==> config.mk <==
export PLATFORM = sky130hd
export DESIGN_NAME = ps2_event_fifo
export DESIGN_NICKNAME = d
export VERILOG_FILES = /design/src/rtl/ps2_event_fifo.sv
export SDC_FILE = /design/constraint.sdc
export NUM_CORES = 1
export LEC_CHECK = 0
export ABC_AREA = 1
export BUFFER_PORTS_ARGS = -buffer_cell sky130_fd_sc_hd__buf_2
export CORE_UTILIZATION = 40
export CTS_CLUSTER_DIAMETER = 200
export DETAILED_ROUTE_END_ITERATION = 7
export PLACE_DENSITY = 0.59
export SLEW_MARGIN = 25
export SYNTH_ARGS = -nofsm -noshare
export SYNTH_HDL_FRONTEND = slang
export SYNTH_SLANG_ARGS = --single-unit
==> constraint.sdc <==
create_clock -name clk -period 3.4 [get_ports clk]
set_input_delay 0 -clock clk [delete_from_list [all_inputs] [get_ports clk]]
set_output_delay 0 -clock clk [all_outputs]
set_load 0.005 [all_outputs]
==> src/rtl/ps2_event_fifo.sv <==
// PS/2 scancode decoder feeding a show-ahead event FIFO; optional typematic filter via PS2_TYPEMATIC_FILTER_EN.
// Latency: event completed in cycle N is visible from N+1. Backpressure: none upstream; full FIFO drops and flags overflow.
module ps2_event_fifo #(
  parameter int DEPTH = 16
) (
  input  logic                     clk,
  input  logic                     rst,
  input  logic [7:0]               i_byte,
  input  logic                     i_byte_valid,
  input  logic                     i_pop,
  input  logic                     i_clr_ovf,
  output logic [9:0]               o_event,
  output logic                     o_empty,
  output logic [$clog2(DEPTH):0]   o_count,
  output logic                     o_overflow
);

  localparam int AW = (DEPTH > 1) ? $clog2(DEPTH) : 1;
  localparam int CW = $clog2(DEPTH) + 1;

  typedef enum logic [1:0] {
    IDLE    = 2'd0,
    EXT     = 2'd1,
    BRK     = 2'd2,
    EXT_BRK = 2'd3
  } state_t;

  state_t          state_q, state_d;
  logic [AW-1:0]   wr_ptr_q, wr_ptr_d;
  logic [AW-1:0]   rd_ptr_q, rd_ptr_d;
  logic [CW-1:0]   count_q, count_d;
  logic            ovf_q, ovf_d;
  logic [9:0]      mem [DEPTH];

  logic            dec_vld;
  logic            dec_brk;
  logic            dec_ext;
  logic            push_vld;
  logic            push_ok;
  logic            pop_ok;
  logic            full;
  logic            is_prefix;
  logic            is_ignored;

  assign is_prefix  = (i_byte == 8'hE0) || (i_byte == 8'hF0);
  assign is_ignored = (i_byte == 8'h00) || (i_byte == 8'hAA) || (i_byte == 8'hFA) ||
                      (i_byte == 8'hFE) || (i_byte == 8'hFF);

  always_comb begin
    state_d = state_q;
    dec_vld = 1'b0;
    dec_brk = 1'b0;
    dec_ext = 1'b0;
    if (i_byte_valid) begin
      case (state_q)
        IDLE: begin
          if (i_byte == 8'hE0)      state_d = EXT;
          else if (i_byte == 8'hF0) state_d = BRK;
          else if (!is_ignored)     dec_vld = 1'b1;
        end
        EXT: begin
          if (i_byte == 8'hF0) begin
            state_d = EXT_BRK;
          end else if (i_byte != 8'hE0) begin
            dec_vld = 1'b1;
            dec_ext = 1'b1;
            state_d = IDLE;
          end
        end
        BRK: begin
          // A second prefix inside a break sequence is malformed; abandon it.
          dec_vld = !is_prefix;
          dec_brk = 1'b1;
          state_d = IDLE;
        end
        default: begin
          dec_vld = !is_prefix;
          dec_brk = 1'b1;
          dec_ext = 1'b1;
          state_d = IDLE;
        end
      endcase
    end
  end

`ifdef PS2_TYPEMATIC_FILTER_EN
  logic       last_vld_q, last_vld_d;
  logic       last_ext_q, last_ext_d;
  logic [7:0] last_code_q, last_code_d;
  logic       last_match;

  assign last_match = last_vld_q && (last_ext_q == dec_ext) && (last_code_q == i_byte);
  assign push_vld   = dec_vld && !(last_match && !dec_brk);

  always_comb begin
    last_vld_d  = last_vld_q;
    last_ext_d  = last_ext_q;
    last_code_d = last_code_q;
    if (push_ok && !dec_brk) begin
      last_vld_d  = 1'b1;
      last_ext_d  = dec_ext;
      last_code_d = i_byte;
    end else if (dec_vld && dec_brk && last_match) begin
      last_vld_d  = 1'b0;
    end
  end

  always_ff @(posedge clk) begin
    if (rst) begin
      last_vld_q  <= 1'b0;
      last_ext_q  <= 1'b0;
      last_code_q <= 8'h00;
    end else begin
      last_vld_q  <= last_vld_d;
      last_ext_q  <= last_ext_d;
      last_code_q <= last_code_d;
    end
  end
`else
  assign push_vld = dec_vld;
`endif

  assign full    = (count_q == CW'(DEPTH));
  assign pop_ok  = i_pop && (count_q != '0);
  // A pop in the same cycle frees the slot, so a full FIFO can still accept.
  assign push_ok = push_vld && (!full || pop_ok);

  always_comb begin
    wr_ptr_d = wr_ptr_q;
    rd_ptr_d = rd_ptr_q;
    count_d  = count_q;
    ovf_d    = ovf_q;
    if (push_ok) wr_ptr_d = wr_ptr_q + AW'(1);
    if (pop_ok)  rd_ptr_d = rd_ptr_q + AW'(1);
    if (push_ok && !pop_ok)      count_d = count_q + CW'(1);
    else if (pop_ok && !push_ok) count_d = count_q - CW'(1);
    if (i_clr_ovf) ovf_d = 1'b0;
    if (push_vld && !push_ok) ovf_d = 1'b1;
  end

  always_ff @(posedge clk) begin
    if (rst) begin
      state_q  <= IDLE;
      wr_ptr_q <= '0;
      rd_ptr_q <= '0;
      count_q  <= '0;
      ovf_q    <= 1'b0;
    end else begin
      state_q  <= state_d;
      wr_ptr_q <= wr_ptr_d;
      rd_ptr_q <= rd_ptr_d;
      count_q  <= count_d;
      ovf_q    <= ovf_d;
    end
  end

  always_ff @(posedge clk) begin
    if (push_ok) mem[wr_ptr_q] <= {dec_brk, dec_ext, i_byte};
  end

  assign o_event    = mem[rd_ptr_q];
  assign o_empty    = (count_q == '0);
  assign o_count    = count_q;
  assign o_overflow = ovf_q;

endmodule

Word-level counts from Yosys, hierarchy flattened
Memory sizes are Yosys's and may differ from the RTL's. A register that Yosys moved wholly into a read port is not among the register bits.
Index checks and enable logic that the tools add are counted.
W data, S select, Z words.
{"block": "op_classes", "addsub": 4, "n_eq_ne": 12, "muxes": 24, "n_reduce_logical": 24}
{"cell": "$eq A8 B8 Y1 const B", "n": 6}
{"cell": "$mux W1", "n": 13}
{"cell": "$mux W5", "n": 2}
{"cell": "$add A4 B1 Y4 const B", "n": 2}
{"cell": "$logic_not A8 Y1", "n": 1}
{"cell": "$mux W2", "n": 4}
{"cell": "$mux W4", "n": 2}
{"cell": "$ne A8 B8 Y1 const B", "n": 1}
{"cell": "$logic_or A1 B1 Y1", "n": 6}
{"cell": "$ne A3 B3 Y1 const B", "n": 2}
{"cell": "$add A5 B1 Y5 const B", "n": 1}
{"cell": "$eq A5 B5 Y1 const B", "n": 1}
{"cell": "$logic_and A1 B1 Y1", "n": 5}
{"cell": "$logic_not A5 Y1", "n": 1}
{"cell": "$reduce_bool A5 Y1", "n": 1}
{"cell": "$sub A5 B1 Y5 const B", "n": 1}
{"cell": "$logic_not A1 Y1", "n": 4}
{"cell": "$pmux W1 S2", "n": 2}
{"cell": "$pmux W2 S2", "n": 1}
{"cell": "$reduce_bool A2 Y1", "n": 2}
{"cell": "$reduce_or A2 Y1", "n": 2}
{"cell": "$reduce_and A3 Y1", "n": 1}
{"cell": "$eq A2 B1 Y1 const B", "n": 1}
{"cell": "$eq A2 B2 Y1 const B", "n": 1}
{"cell": "$logic_not A2 Y1", "n": 1}
{"block": "totals", "reg_bits": 16, "ramBits": 160, "output_inout_bits": 17, "n_memories": 1}
{"memory": "mem", "depth": 16, "width": 10, "read_ports": 1, "rd_clocked_by_memory_dff": 1, "wr": 1, "line": "33", "text": "logic [9:0] mem [DEPTH];"}

Logic depth before layout (Yosys ltp)
Gate-level depths: netlist of run 1.
{"block": "logic_depth", "word_depth": 15, "depth_mapped": 17, "ltp_nobuf": 17}

Worst setup path after synthesis of run 1
OpenSTA, ideal clock, no wires.
{"block": "synth_path", "kind": "reg-to-reg", "start": "register count_q[2], in the netlist o_count[2]", "end": "register count_q[4], in the netlist o_count[4]", "setup_time_ns": 0.071, "t_arrival_ns": 2.078, "required_ns": 3.329, "path_slack_ns": 1.251, "stages_incl_launch_ff": 15, "path_buffers": 0, "synth_period_minus_slack_ns": 2.149, "cell_sequence": "dfxtp_1 -> inv_1 -> nand4_1 -> nand3b_4 -> nand3_4 -> inv_8 -> ha_1 -> inv_1 -> ha_1 -> a21oi_1 -> nor2_1 -> nor2_1 -> xor2_1 -> nand2_1 -> a21oi_1"}
{"block": "synth_via", "elab_chain_cells": 7, "word_cells_on_any_way": 15, "cone_classes": "add/sub (2); eq/ne (1); mux (2); reduce/logical (10)"}
{"item": "from (decl)", "line": "31", "text": "logic [CW-1:0] count_q, count_d;"}
{"item": "from (signal assigned)", "line": "152", "text": "count_q <= count_d;"}
{"item": "$eq A5 B5 Y1 or $reduce_bool A5 Y1 (tied branches)", "line": "123, 124"}
{"item": "$logic_not A1 Y1 or $logic_and A1 B1 Y1 (tied branches)", "line": "126, 124"}
{"item": "$logic_or A1 B1 Y1 *", "line": "126", "text": "assign push_ok = push_vld && (!full || pop_ok);"}
{"item": "$logic_and A1 B1 Y1 *", "line": "126"}
{"item": "net push_ok", "line": "39", "text": "logic push_ok;"}
{"item": "$logic_not A1 Y1", "line": "136", "text": "else if (pop_ok && !push_ok) count_d = count_q - CW'(1);"}
{"item": "$logic_and A1 B1 Y1", "line": "136"}
{"item": "$reduce_bool A2 Y1 (no source line)"}
Mark *: on every way through the listed nets, which the timed path passes. The rest lies on a longest branch. The select of a mux whose other input is x is not followed.
A chain may end at the register's enable or synchronous reset.

Final worst setup path of run 1
{"block": "layout_path", "start": "input port i_byte[4]", "end": "register count_q[4], in the netlist o_count[4]"}
{"block": "layout_via", "elab_chain_cells": 14, "word_cells_on_any_way": 27, "cone_classes": "eq/ne (7); mux (8); reduce/logical (12)"}
{"item": "from (decl)", "line": "8", "text": "input logic [7:0] i_byte,"}
{"item": "$eq A8 B8 Y1 or $logic_not A8 Y1 (tied branches)", "line": "46", "text": "assign is_ignored = (i_byte == 8'h00) || (i_byte == 8'hAA) || (i_byte == 8'hFA) ||"}
{"item": "$logic_or A1 B1 Y1 (3 in series)", "line": "46"}
{"item": "$logic_or A1 B1 Y1", "line": "47", "text": "(i_byte == 8'hFE) || (i_byte == 8'hFF);"}
{"item": "$mux W1", "line": "59", "text": "else if (!is_ignored) dec_vld = 1'b1;"}
{"item": "$mux W1", "line": "58", "text": "else if (i_byte == 8'hF0) state_d = BRK;"}
{"item": "$mux W1", "line": "57", "text": "if (i_byte == 8'hE0) state_d = EXT;"}
{"item": "$pmux W1 S2 *", "line": "55", "text": "case (state_q)"}
{"item": "$mux W1 *", "line": "54", "text": "if (i_byte_valid) begin"}
{"item": "$logic_and A1 B1 Y1 *", "line": "126"}
{"item": "net push_ok", "line": "39"}
{"item": "$logic_not A1 Y1", "line": "136"}
{"item": "$logic_and A1 B1 Y1", "line": "136"}
{"item": "$reduce_bool A2 Y1 (no source line)"}
Mark *: on every way through the listed nets, which the timed path passes. The rest lies on a longest branch.

==> results.yml, run 1 <==
timing:
  hold_violations: 0
  setup_violations: 0
  rsz0062_at_grt: "false"
  max_freq_mhz: 381.5
  skew_ps: 8.951
  timing.setup.tns_ps: 0
  period_minus_slack_ps: 2621
  slew_headroom: 0.5144
  tightest_slew_ps: 728.4
  drv_slew: 0
  fin_crit_sh: 0.7709
floorplan:
  rows: 50
  start_util: 0.4114
  dieHeight_um: 141.2
  die_w_um: 141.2
  core-area_um2: 18830
  die_area_um2: 19930
  ioPinCount: 30
logic_synthesis:
  synth_ff_type: "edfxtp_1"
  yosys_warnings: 0
  synth_nets: 639
  synth_edf_count: 160
  synthTopCellsByArea: "edfxtp_1 62%, dfxtp_1 5.2%, mux2i_1 5.2%, o211ai_1 3.9%, o21ai_0 3.6%"
  synthTopCellsByCount: "160 x edfxtp_1, 72 x inv_1, 55 x o21ai_0"
  post_synth_instance_area_um2: 7747
  yosysMostFrequentCell: "edfxtp_1"
  ys_ff_latch: 180
  async_reset_ff_frac: 0
  seq_area_frac_synth: 0.6718
  synth_largest_area_cell: "edfxtp_1"
  yosysTopAreaCellShare: 0.6202
  synthCells: 615
  syn_avg_cell_area_um2: 12.60
  synth_cell_type_count: 35
finish:
  syn2layout_area_growth_pct: 15.86
  n_antenna_cell: 0
  fillers: 1663
  final_nets: 696
  drive_above_1_share: 0.1635
  instances_no_fill: 945
detailed_routing:
  ant_nets: 0
  first_pass_iters: 6
  wl_per_cell_um: 18.88
  drt_iter0_drc: 437
  postRouteWirelength_mm: 17.85
  num_vias: 4855
  routed_via_density: 5.138
  drc: 0
critical_path:
  start_kind: "primary input"
  arrival_ps: 2980
  critical-path-top-delay-family: "buffers and inverters"
  cp.required_ps: 3760
  rr_endpoint: "o_count[4]$_SDFFE_PP0P_"
  rrSetupSlack_ps: 930
  crit_path_end_kind: "register"
  crit_path_max_fanout: 19
  cp_num_buf_inv: 5
  crit_slowest_cell: "dlygate4sd3_1"
  reg2reg_from: "o_count[2]$_SDFFE_PP0P_"
  worstPathCellList: "dlygate4sd3_1, buf_2, inv_2, nand2_2, nand2_1, nand3_1, nand3_2, nand2_4, nand3_4, inv_8, ha_1, inv_1, ha_1, a21oi_1, nor2_1, nor2_1, xor2_1, nand2_1, a21oi_1"
  r2r_cells: 14
  crit_type: "primary input to register"
  cpPeakStageDelay_ps: 540
placed_design:
  gp_congestion: 0.8130
  port_buffers: 29
  placed_cells: 900
  dp_hpwl_mm: 10.77
global_routing:
  grt-ovfl-total: 0
  grt_max_degree: 60
  antenna_found_initial: 0
  grt_first_pass_wirelength_mm: 27.71
  grt_pass1_vias: 4898
  grt_usage: 0.1920
power_and_ir_drop:
  power_density_nw_per_um2: 653.7
  p_leak_nw: 3.320
  peakVddDrop_mv: 0.3902
cts:
  cts-root-buf: "clkbuf_16"
  clockBufferDepth: 2
  cts_tree: "yes"
  clock_sinks: 180
  clk_pin_slew_ps: 60
  numCtsBuffers: 17
  post_cts_buffers: 0
  clk_latency_ps: 430
  cts_max_level: 4
min_path:
  whs_endpoint: "wr_ptr_q[2]$_SDFFE_PP0P_"
  hold_start: "rst"
  min_path_cells: 3
  hold_class: "primary input to register"
outcome:
  status: "completed"
flow_run:
  max_cap_viol_count: 0
==> kinds of logic after synthesis <==
logic type	after synthesis	share of synthesized area
XOR/XNOR	7	0.007914
buffers and inverters	108	0.06056
adder cells (fa/ha/maj)	11	0.01873
AND/OR/NAND/NOR	116	0.07655
flip-flops	180	0.6718
AO/OA/AOI/OAI	153	0.1127
multiplexers	40	0.05168
==> worst max path at each step <==
stage / startpoint / endpoint / slack (ps) / depth (start not counted)
3_5_place_dp: i_byte[2] / o_count[4]$_SDFFE_PP0P_ / 920 / 18
2_1_floorplan: o_count[2]$_SDFFE_PP0P_ / o_count[4]$_SDFFE_PP0P_ / 1250 / 14
3_3_place_gp: i_byte[6] / o_count[4]$_SDFFE_PP0P_ / 1020 / 18
4_1_cts: i_byte[4] / o_count[4]$_SDFFE_PP0P_ / 830 / 19
6_report: i_byte[4] / o_count[4]$_SDFFE_PP0P_ / 780 / 19
5_1_grt: i_byte[7] / o_count[4]$_SDFFE_PP0P_ / 540 / 18
==> report_power, final <==
part           internal [W]  switching (W)
registers           0.00249       0.000124
clock network       0.00117       0.000845
logic              0.000506       0.000733
==> worst register-to-register path, cell delays in order (launching register included) <==
cell      delay, ps
dfxtp_1         400
inv_1            80
nand4_1         110
nand3b_4        180
nand3_4         150
inv_8           120
ha_1            230
inv_1           120
ha_1            320
a21oi_1         170
nor2_1           60
nor2_1          110
xor2_1          160
nand2_1          60
a21oi_1         120
==> final cells by class <==
type | instances | area, µm² | share of cell area
clock buffers | 19 | 432.9 | 0.04823
clock inverters | 13 | 170.2 | 0.01896
inverters | 80 | 307.8 | 0.03429
multi-input cells | 327 | 2076 | 0.2313
flip-flops and latches | 180 | 5209 | 0.5803
well taps | 260 | 325.3 | 0.03624
repair buffers | 66 | 455.4 | 0.05074
==> flip-flops by register name, indices dropped and copies added, names as in the netlist, named ones only <==
signal	count
o_count	5
mem	160
state_q	2
o_overflow	1
wr_ptr_q	4
rd_ptr_q	4
==> through the flow <==
stage | area, µm² | total power (W) | hold slack [ps] | utilization | worst slack, ps
global route | 8976 | 0.006137 | 439.0 | 0.4767 | 539.8
finish | 8976 | 0.005868 | 421.0 | 0.4767 | 778.8
global placement | 8240 | 0.003859 | 262.8 | 0.4376 | 1018
floorplan | 7747 | 0.003532 | 98.87 | - | 1251
detailed placement | 8240 | 0.003893 | 269.6 | 0.4376 | 916.0
CTS | 8974 | 0.005912 | 414.3 | 0.4765 | 827.2
==> per-layer routing <==
metal  share of wire  vias up  routed length, µm  GRT usage
met3           0.046       27                812    0.04518
met1            0.46     2388               8127     0.2476
met4           0.019        0                335    0.06693
met5               0        -                  0          0
met2            0.48      128               8569     0.3168
li1                -     2312                  -          -
==> layout by cell type (no fill, tap or decap), drive strengths merged, types with 5 or more instances in the layout <==
master / synthesis / layout
clkbuf: 12 / 19
dfxtp: 20 / 20
buf: 16 / 53
nand2: 49 / 49
nor2: 39 / 39
dlygate4sd3: 0 / 13
nand3: 20 / 20
edfxtp: 160 / 160
o21ai: 57 / 57
inv: 79 / 85
nand4: 5 / 5
o211ai: 40 / 40
a21oi: 55 / 55
mux2i: 40 / 40
xor2: 5 / 5
ha: 10 / 10
==> repair_timing <==
item	4_1_cts	5_1_grt
hold buffers	13	0
hold endpoints to repair	140	0
resized for setup	0	0
(Power assumes the default switching activity.)
==> run 2, diff against run 1 <==
Settings changed: PLACE_DENSITY 0.59 to 0.61.
Clock period 3.4 ns to 2.3 ns, I/O delays scaled along.
==> results.yml, run 2 (same netlist as run 1, synthesis figures left out) <==
placed_design:
  gp_congestion: 0.8417
  dp_hpwl_mm: 11.46
  place_ws_ps: -23.48
  port_buffers: 29
global_routing:
  grt_max_degree: 42
  grt_first_pass_wirelength_mm: 27.28
  grt_usage: 0.1872
  grt-ovfl-total: 0
  grt_pass1_vias: 4904
  antenna_found_initial: 0
critical_path:
  crit_type: "register to register"
  cpPeakStageDelay_ps: 340
  crit_slowest_cell: "dfxtp_2"
  cp_num_buf_inv: 2
  rrSetupSlack_ps: 160
  reg2reg_from: "o_count[1]$_SDFFE_PP0P_"
  arrival_ps: 2510
  rr_endpoint: "o_count[4]$_SDFFE_PP0P_"
  crit_path_end_kind: "register"
  crit_path_frequent_cell: "nor2_1"
  r2r_cells: 13
  cp.required_ps: 2660
  crit_path_max_fanout: 4
  start_kind: "register"
  critical-path-top-delay-family: "simple AND/OR/NAND/NOR gates"
  worstPathCellList: "inv_1, nand4_1, or2_1, nand2_2, ha_4, inv_2, ha_1, a21oi_2, nor2_1, nor2_1, xor2_1, nand2_1, a21oi_1"
timing:
  worst_slack_ps: 155.7
  slew_headroom: 0.5755
  timing.setup.tns_ps: 0
  hold_violations: 0
  setup_violations: 0
  skew_ps: 8.557
  period_minus_slack_ps: 2144
  fin_crit_sh: 0.9323
  drv_slew: 0
  max_freq_mhz: 466.4
  tightest_slew_ps: 636.1
  rsz0062_at_grt: "false"
detailed_routing:
  drt_iter0_drc: 365
  postRouteWirelength_mm: 17.27
  wl_per_cell_um: 17.98
  drc: 0
  num_vias: 4929
  first_pass_iters: 7
  ant_nets: 0
  routed_via_density: 5.129
cts:
  clk_pin_slew_ps: 70
  cts_max_level: 4
  cts-root-buf: "clkbuf_16"
  numCtsBuffers: 17
  clk_latency_ps: 440
  clockBufferDepth: 2
  clock_sinks: 180
  cts_tree: "yes"
flow_run:
  max_cap_viol_count: 0
power_and_ir_drop:
  p_seq_frac: 0.433
  p_leak_nw: 3.417
  clockPowerShare: 0.342
  power.internal_w: 0.006340
  power_frac_comb: 0.225
  peakVddDrop_mv: 0.6263
  p_sw_w: 0.002499
  netSwitchingFraction: 0.2827
  power_density_nw_per_um2: 966.2
outcome:
  status: "completed"
min_path:
  whs_endpoint: "mem[9][2]$_DFFE_PP_"
  hold_start: "i_byte[2]"
  min_path_cells: 2
  hold_class: "primary input to register"
floorplan:
  dieHeight_um: 141.2
  rows: 50
  start_util: 0.4114
  die_w_um: 141.2
  core-area_um2: 18830
  ioPinCount: 30
  die_area_um2: 19930
finish:
  n_antenna_cell: 0
  drive_above_1_share: 0.1997
  largest_reg_flops: 160
  syn2layout_area_growth_pct: 18.07
  final_nets: 712
  final_cell_mix: "160 x edfxtp_1, 71 x inv_1, 55 x o21ai_0"
  final_common_cell: "edfxtp_1"
  regMostFlops: "mem"
run 2: worst max-delay path by stage:
stage	from	to	slack [ps]	depth (start not counted)
after floorplan	o_count[2]$_SDFFE_PP0P_	o_count[4]$_SDFFE_PP0P_	150	14
after global placement	o_count[0]$_SDFFE_PP0P_	o_count[4]$_SDFFE_PP0P_	60	14
after detailed placement	o_count[1]$_SDFFE_PP0P_	o_count[4]$_SDFFE_PP0P_	-20	14
after CTS	i_byte[1]	o_count[4]$_SDFFE_PP0P_	2	19
after global routing	o_count[3]$_SDFFE_PP0P_	o_count[4]$_SDFFE_PP0P_	9	14
final	o_count[1]$_SDFFE_PP0P_	o_count[4]$_SDFFE_PP0P_	160	13
run 2: stage by stage:
step	hold slack, ps	utilization	std cells	cell area, µm²	power (W)
6_report	30.38	0.4858	961	9148	0.008839
5_1_grt	29.98	0.4858	961	9148	0.009294
4_1_cts	21.99	0.4842	960	9117	0.008867
3_5_place_dp	259.3	0.4477	922	8431	0.005822
2_1_floorplan	98.87	-	615	7747	0.005221
3_3_place_gp	258.8	0.4477	922	8431	0.005765
run 2: power by group through the flow:
stage | combinational [W] | sequential [W] | clock, W
finish | 0.00199 | 0.00383 | 0.00302
detailed placement | 0.00193 | 0.00389 | 0
global route | 0.00224 | 0.00385 | 0.00321
floorplan | 0.00140 | 0.00382 | 0
global placement | 0.00189 | 0.00388 | 0
CTS | 0.00197 | 0.00382 | 0.00307
run 2: per-layer routing:
metal	track usage	routed length (µm)
met3	0.05571	974
met1	0.2462	7817
met4	0.05950	262
met2	0.2970	8219
met5	0	0
run 2: final cells by class:
cell class	count	area, µm²
Clock buffer	19	432.9
Clock inverter	13	181.4
Inverter	80	307.8
Tap cell	260	325.3
Fill cell	1627	9683
Timing Repair Buffer	82	588.1
Sequential cell	180	5213
Multi-Input combinational cell	327	2100
run 2: worst reg2reg max path: stages (launching register included):
cell and delay, ps:
dfxtp_2 340, inv_1 90, nand4_1 100, or2_1 250
nand2_2 100, ha_4 160, inv_2 60, ha_1 310
a21oi_2 160, nor2_1 50, nor2_1 110, xor2_1 160
nand2_1 70, a21oi_1 120
run 2: what timing repair did:
action	in CTS	in global routing
cloned	0	0
gates resized for setup	2	8
hold buffers	6	0
pin swaps	0	4
endpoints found under the hold margin	15	0
endpoints found under the setup margin	1	2
buffers inserted	0	2
